**src/rtl/wm_haar_block_extractor.sv**
```systemverilog
// Blind watermark extractor: one Haar subband coefficient per 2x2 block is compared
// between watermarked and host pixels; the scaled, saturated difference is one output sample.
module wm_haar_block_extractor #(
    parameter int PIXEL_WIDTH      = 8,
    parameter int INV_GAIN         = 100,
    parameter int BLOCKS_PER_FRAME = 16384
) (
    input  logic                   clk,
    input  logic                   rst,
    input  logic                   start,
    input  logic [1:0]             subband_sel,
    input  logic                   in_valid,
    output logic                   in_ready,
    input  logic [PIXEL_WIDTH-1:0] wm_pix,
    input  logic [PIXEL_WIDTH-1:0] host_pix,
    output logic                   out_valid,
    input  logic                   out_ready,
    output logic [PIXEL_WIDTH-1:0] out_data,
    output logic                   busy,
    output logic                   done
);

    localparam int SUM_W  = PIXEL_WIDTH + 3;
    localparam int DIFF_W = PIXEL_WIDTH + 4;
    localparam int GAIN_W = 11;
    localparam int PROD_W = DIFF_W + GAIN_W;
    localparam int BLK_W  = $clog2(BLOCKS_PER_FRAME + 1);

    localparam logic [BLK_W-1:0]         LAST_BLK = BLK_W'(BLOCKS_PER_FRAME - 1);
    localparam logic signed [PROD_W-1:0] GAIN_EXT = PROD_W'(INV_GAIN);
    localparam logic signed [PROD_W-1:0] SAT_MAX  = PROD_W'((1 << PIXEL_WIDTH) - 1);

    typedef enum logic [1:0] {
        S_IDLE,
        S_RUN,
        S_DRAIN,
        S_DONE
    } state_t;

    state_t                   state_reg, state_next;
    logic [1:0]               sel_reg;
    logic [1:0]               beat_reg;
    logic [BLK_W-1:0]         blk_reg;
    logic                     out_valid_reg;
    logic [PIXEL_WIDTH-1:0]   out_data_reg;

    logic                     frame_start;
    logic                     beat_fire;
    logic                     last_beat;
    logic                     out_fire;
    logic                     neg_term;
    logic [PIXEL_WIDTH-1:0]   pix_in [2];
    logic signed [SUM_W-1:0]  coef [2];
    logic signed [DIFF_W-1:0] diff;
    logic signed [PROD_W-1:0] prod;
    logic [PIXEL_WIDTH-1:0]   sat_data;

    assign frame_start = (state_reg == S_IDLE) && start;
    assign in_ready    = (state_reg == S_RUN) &&
                         !((beat_reg == 2'd3) && out_valid_reg && !out_ready);
    assign beat_fire   = in_valid && in_ready;
    assign last_beat   = beat_fire && (beat_reg == 2'd3);
    assign out_fire    = out_valid_reg && out_ready;

    // beat[0] is the column, beat[1] the row; HL negates odd columns, LH odd rows, HH both.
    assign neg_term = (sel_reg[0] & beat_reg[0]) ^ (sel_reg[1] & beat_reg[1]);

    assign pix_in[0] = wm_pix;
    assign pix_in[1] = host_pix;

    // Lane 0 accumulates the watermarked block, lane 1 the host block.
    genvar gi;
    generate
        for (gi = 0; gi < 2; gi++) begin : g_lane
            logic signed [SUM_W-1:0] sum_reg;
            logic signed [SUM_W-1:0] pix_ext;
            logic signed [SUM_W-1:0] sum_next;

            assign pix_ext  = $signed({3'b000, pix_in[gi]});
            assign sum_next = sum_reg + (neg_term ? -pix_ext : pix_ext);
            assign coef[gi] = sum_next >>> 2;

            always_ff @(posedge clk or posedge rst) begin
                if (rst) begin
                    sum_reg <= '0;
                end else if (frame_start || last_beat) begin
                    sum_reg <= '0;
                end else if (beat_fire) begin
                    sum_reg <= sum_next;
                end
            end
        end
    endgenerate

    assign diff = DIFF_W'(coef[0]) - DIFF_W'(coef[1]);
    assign prod = PROD_W'(diff) * GAIN_EXT;

    always_comb begin
        sat_data = prod[PIXEL_WIDTH-1:0];
        if (prod[PROD_W-1]) begin
            sat_data = '0;
        end else if (prod > SAT_MAX) begin
            sat_data = '1;
        end
    end

    always_comb begin
        state_next = state_reg;
        case (state_reg)
            S_IDLE:  if (start) state_next = S_RUN;
            S_RUN:   if (last_beat && (blk_reg == LAST_BLK)) state_next = S_DRAIN;
            S_DRAIN: if (out_fire) state_next = S_DONE;
            S_DONE:  state_next = S_IDLE;
            default: state_next = S_IDLE;
        endcase
    end

    always_ff @(posedge clk or posedge rst) begin
        if (rst) begin
            state_reg <= S_IDLE;
            sel_reg   <= '0;
            beat_reg  <= '0;
            blk_reg   <= '0;
        end else begin
            state_reg <= state_next;
            if (frame_start) begin
                sel_reg  <= subband_sel;
                beat_reg <= '0;
                blk_reg  <= '0;
            end else begin
                if (beat_fire) beat_reg <= beat_reg + 2'd1;
                if (last_beat) blk_reg <= blk_reg + BLK_W'(1);
            end
        end
    end

    // One-entry output register; a new sample may load on the same edge the old one drains.
    always_ff @(posedge clk or posedge rst) begin
        if (rst) begin
            out_valid_reg <= 1'b0;
            out_data_reg  <= '0;
        end else if (last_beat) begin
            out_valid_reg <= 1'b1;
            out_data_reg  <= sat_data;
        end else if (out_fire) begin
            out_valid_reg <= 1'b0;
        end
    end

    assign out_valid = out_valid_reg;
    assign out_data  = out_data_reg;
    assign busy      = (state_reg != S_IDLE);
    assign done      = (state_reg == S_DONE);

endmodule

```
**config.mk**
```make
export PLATFORM = sky130hd
export DESIGN_NAME = wm_haar_block_extractor
export DESIGN_NICKNAME = d
export VERILOG_FILES = /design/src/rtl/wm_haar_block_extractor.sv
export SDC_FILE = /design/constraint.sdc
export NUM_CORES = 1
export LEC_CHECK = 0
export BUFFER_PORTS_ARGS = -buffer_cell sky130_fd_sc_hd__buf_2
export CORE_MARGIN = 8
export CORE_UTILIZATION = 40
export CTS_CLUSTER_SIZE = 25
export DETAILED_ROUTE_END_ITERATION = 16
export HOLD_SLACK_MARGIN = 0.05
export PLACE_DENSITY = 0.54
export SLEW_MARGIN = 20
export SYNTH_ARGS = -nofsm -noshare
export SYNTH_HDL_FRONTEND = slang
export SYNTH_SLANG_ARGS = --single-unit
export TNS_END_PERCENT = 50
```
**constraint.sdc**
```tcl
create_clock -name clk -period 9.75 [get_ports clk]
set_input_delay 0.975 -clock clk [delete_from_list [all_inputs] [get_ports clk]]
set_output_delay 0.975 -clock clk [all_outputs]
set_load 0.01 [all_outputs]
```
==> reports/results.ini <==
[floorplan]
start_util = 0.4065
die-area_um2 = 15940
io_pins = 35
die_y_um = 126.3
fp.dieW_um = 126.3
rows = 40
coreArea_um2 = 11960

[clocking]
cts-buffers-inserted = 5
cts_hold_buf = 0
htree_levels = 2
clk_latency_ns = 0.30
cts-root-buf = clkbuf_16
clk_pin_slew_ns = 0.08
post_cts_buffers = 0
cts_tree = done
cts.path.max_buffers = 2
clkSinkCount = 51
cts_resized = 0

[setup_path]
critical_path.max_fanout = 8
required_ns = 9.95
setup.worst_path.start = beat_reg[0]$_DFFE_PP0P_
startpoint_type = flop
cpPeakStageDelay_ns = 0.59
crit_type = flop to flop
crit_path_end_kind = flop
reg2reg_from = beat_reg[0]$_DFFE_PP0P_
cp_slowest_cell = xor2_1
cp.arrival_ns = 8.26

[grt]
busiest_layer = met2
grt_max_degree = 52
grt_pass1_wl_um = 18290
antenna_found_initial = 0
first_global_vias = 3805
use_met3 = 0.02658
grt_util_all_layers = 0.1390
gr-usage-met2 = 0.2292
grt_overflow = 0
met1_usage = 0.1849

[final_layout]
regArea_um2 = 1276
n_fill_cell = 1148
num_antenna_cells = 0
largest_reg_flops = 22
final_util = 0.4490
drive_gt1_frac = 0.1311
multi_input_area_um2 = 3391
fin_nets = 671
area_delta_synth_final_pct = 10.45

[timing]
maxSlewViolCount = 0
setup_viol = 0
finalClockSkew_ns = 0.006541
fmax_mhz = 124.1
fin_crit_sh = 0.8263
tightest_slew_ns = 0.7999
grt_setup_unrepaired = no
hold_viol = 0
period_needed_ns = 8.057
slew_headroom = 0.4667
tns_ns = 0

[synthesis]
async_reset_ff_frac = 1.000
ys_seq_area_frac = 0.2625
ys.warnings.count = 0
synth.cell_area_um2 = 4862
ys_ff_latch = 51
postSynthAreaPerCell_um2 = 9.071
syn_inst = 536
ys_types = 65
ys.flop_type = dfrtp_1
synth_edf_count = 0
synth_nets = 636

[drt]
vias_per_cell = 5.350
wl_um = 10910
drtIter0Drc = 155
dr.pass1.iters = 4
num_vias = 3847
drc = 0
detail-route-antenna-nets = 0
wl_per_cell_um = 15.17

[run]
drv_cap = 0

[hold_path]
min_path_type = flop to flop
min_from = out_data[6]$_DFFE_PP0P_

[place]
portBuffers = 34
hpwl_um = 8828
gp_congestion = 0.8887

[status]
status = completed

## cell usage in the layout, fill, tap and decap left out, types with 5 or more instances in the layout
cell type | synthesis | routed
nand2_1 | 56 | 56
buf_2 | 0 | 34
nand2b_1 | 5 | 5
nor3_1 | 10 | 10
nor2_1 | 39 | 39
a21oi_1 | 23 | 23
o21bai_1 | 5 | 5
clkbuf_16 | 0 | 5
inv_1 | 38 | 37
a21o_1 | 11 | 11
ha_1 | 68 | 68
and3_1 | 5 | 5
a31oi_1 | 6 | 6
nand3_1 | 13 | 13
o21ai_0 | 26 | 26
xnor2_1 | 36 | 36
or3_1 | 5 | 5
a22o_1 | 13 | 13
o31ai_1 | 10 | 10
dfrtp_1 | 51 | 51
fa_1 | 9 | 9
xor2_1 | 25 | 25
nor2b_1 | 6 | 6
## cells by family (layout without fill, tap and decap cells)
family,count (synthesis),after routing,share of synthesized area
xor+xnor,62,62,0.1132
flops,51,51,0.2625
fa+ha+maj,77,77,0.2120
mux,4,4,0.009263
compound gates,128,128,0.1984
buf+inv,49,85,0.04014
simple gates,165,165,0.1644
## path summary, 6_finish.rpt
| check | depth (start not counted) | slack (ns) | end |
|---|---|---|---|
| max | 34 | 1.69 | out_data[5]$_DFFE_PP0P_ |
| min | 2 | 0.48 | out_data[6]$_DFFE_PP0P_ |
| max reg2reg | 34 | 1.69 | out_data[5]$_DFFE_PP0P_ |
| min reg2reg | 2 | 0.48 | out_data[6]$_DFFE_PP0P_ |
| max in group asynchronous | 3 | 8.42 | g_lane[1].sum_reg[3]$_DFFE_PP0P_ |
| min in group asynchronous | 3 | 0.86 | blk_reg[4]$_DFFE_PP0P_ |
## synth_stat cells (2+ instances only)
cell type	n	share of area
nand2_1	56	0.043
and3_1	5	0.0064
nand2b_1	5	0.0064
a22o_1	13	0.023
o21bai_1	5	0.0077
a21oi_1	23	0.024
xnor2_1	36	0.065
or2_2	4	0.0051
nand3_1	13	0.013
a31oi_1	6	0.0077
a221oi_1	2	0.0036
and2_1	3	0.0039
ha_1	68	0.17
dfrtp_1	51	0.26
nor4_1	2	0.0026
or3_1	5	0.0064
o31ai_1	10	0.015
nor3_1	10	0.010
o21a_1	4	0.0062
a21o_1	11	0.017
a211oi_2	2	0.0051
a31o_2	2	0.0036
clkbuf_1	7	0.0054
and4b_1	2	0.0041
nor2b_1	6	0.0077
nor2_1	39	0.030
inv_1	38	0.029
mux2_2	4	0.0093
fa_1	9	0.037
a211oi_1	3	0.0046
o211ai_1	4	0.0062
nor3b_1	2	0.0031
o22ai_1	2	0.0026
nand4_1	3	0.0039
nand3b_1	2	0.0031
o21ai_0	26	0.027
xor2_1	25	0.045
## per-stage QoR
stage          worst slack, ns  area, µm²  std cells  hold WS [ns]
2_1_floorplan            2.390       4862        536        0.4563
5_1_grt                  1.064       5370        719        0.5032
3_3_place_gp             1.503       5197        711        0.4694
4_1_cts                  1.588       5370        719        0.4873
6_report                 1.693       5370        719        0.4806
3_5_place_dp             1.436       5197        711        0.4696
## layout make-up
cell class / count / share of cell area
Clock inverter: 3 / 0.008854
Inverter: 39 / 0.02726
Timing Repair Buffer: 38 / 0.03728
Sequential cell: 51 / 0.2377
Tap cell: 147 / 0.03425
Clock buffer: 5 / 0.02330
Multi-Input combinational cell: 436 / 0.6314
## worst max-delay path, delay by kind of cell (launching register included)
| kind | cells | cell delay [ns] |
|---|---|---|
| fa+ha+maj | 6 | 2.17 |
| xor+xnor | 6 | 1.53 |
| buf+inv | 4 | 0.33 |
| compound gates | 11 | 1.82 |
| simple gates | 7 | 1.67 |
| flops | 1 | 0.41 |
## routing by layer
layer  vias up  part of all wire
met5         -                 0
met4         0            0.0096
met3         6             0.031
met2        53              0.45
met1      1816              0.51
li1       1972                 -
Power is left out: the tool's default activity adds up to more than one toggle a clock period on the data nets, which glitch-free logic cannot reach.
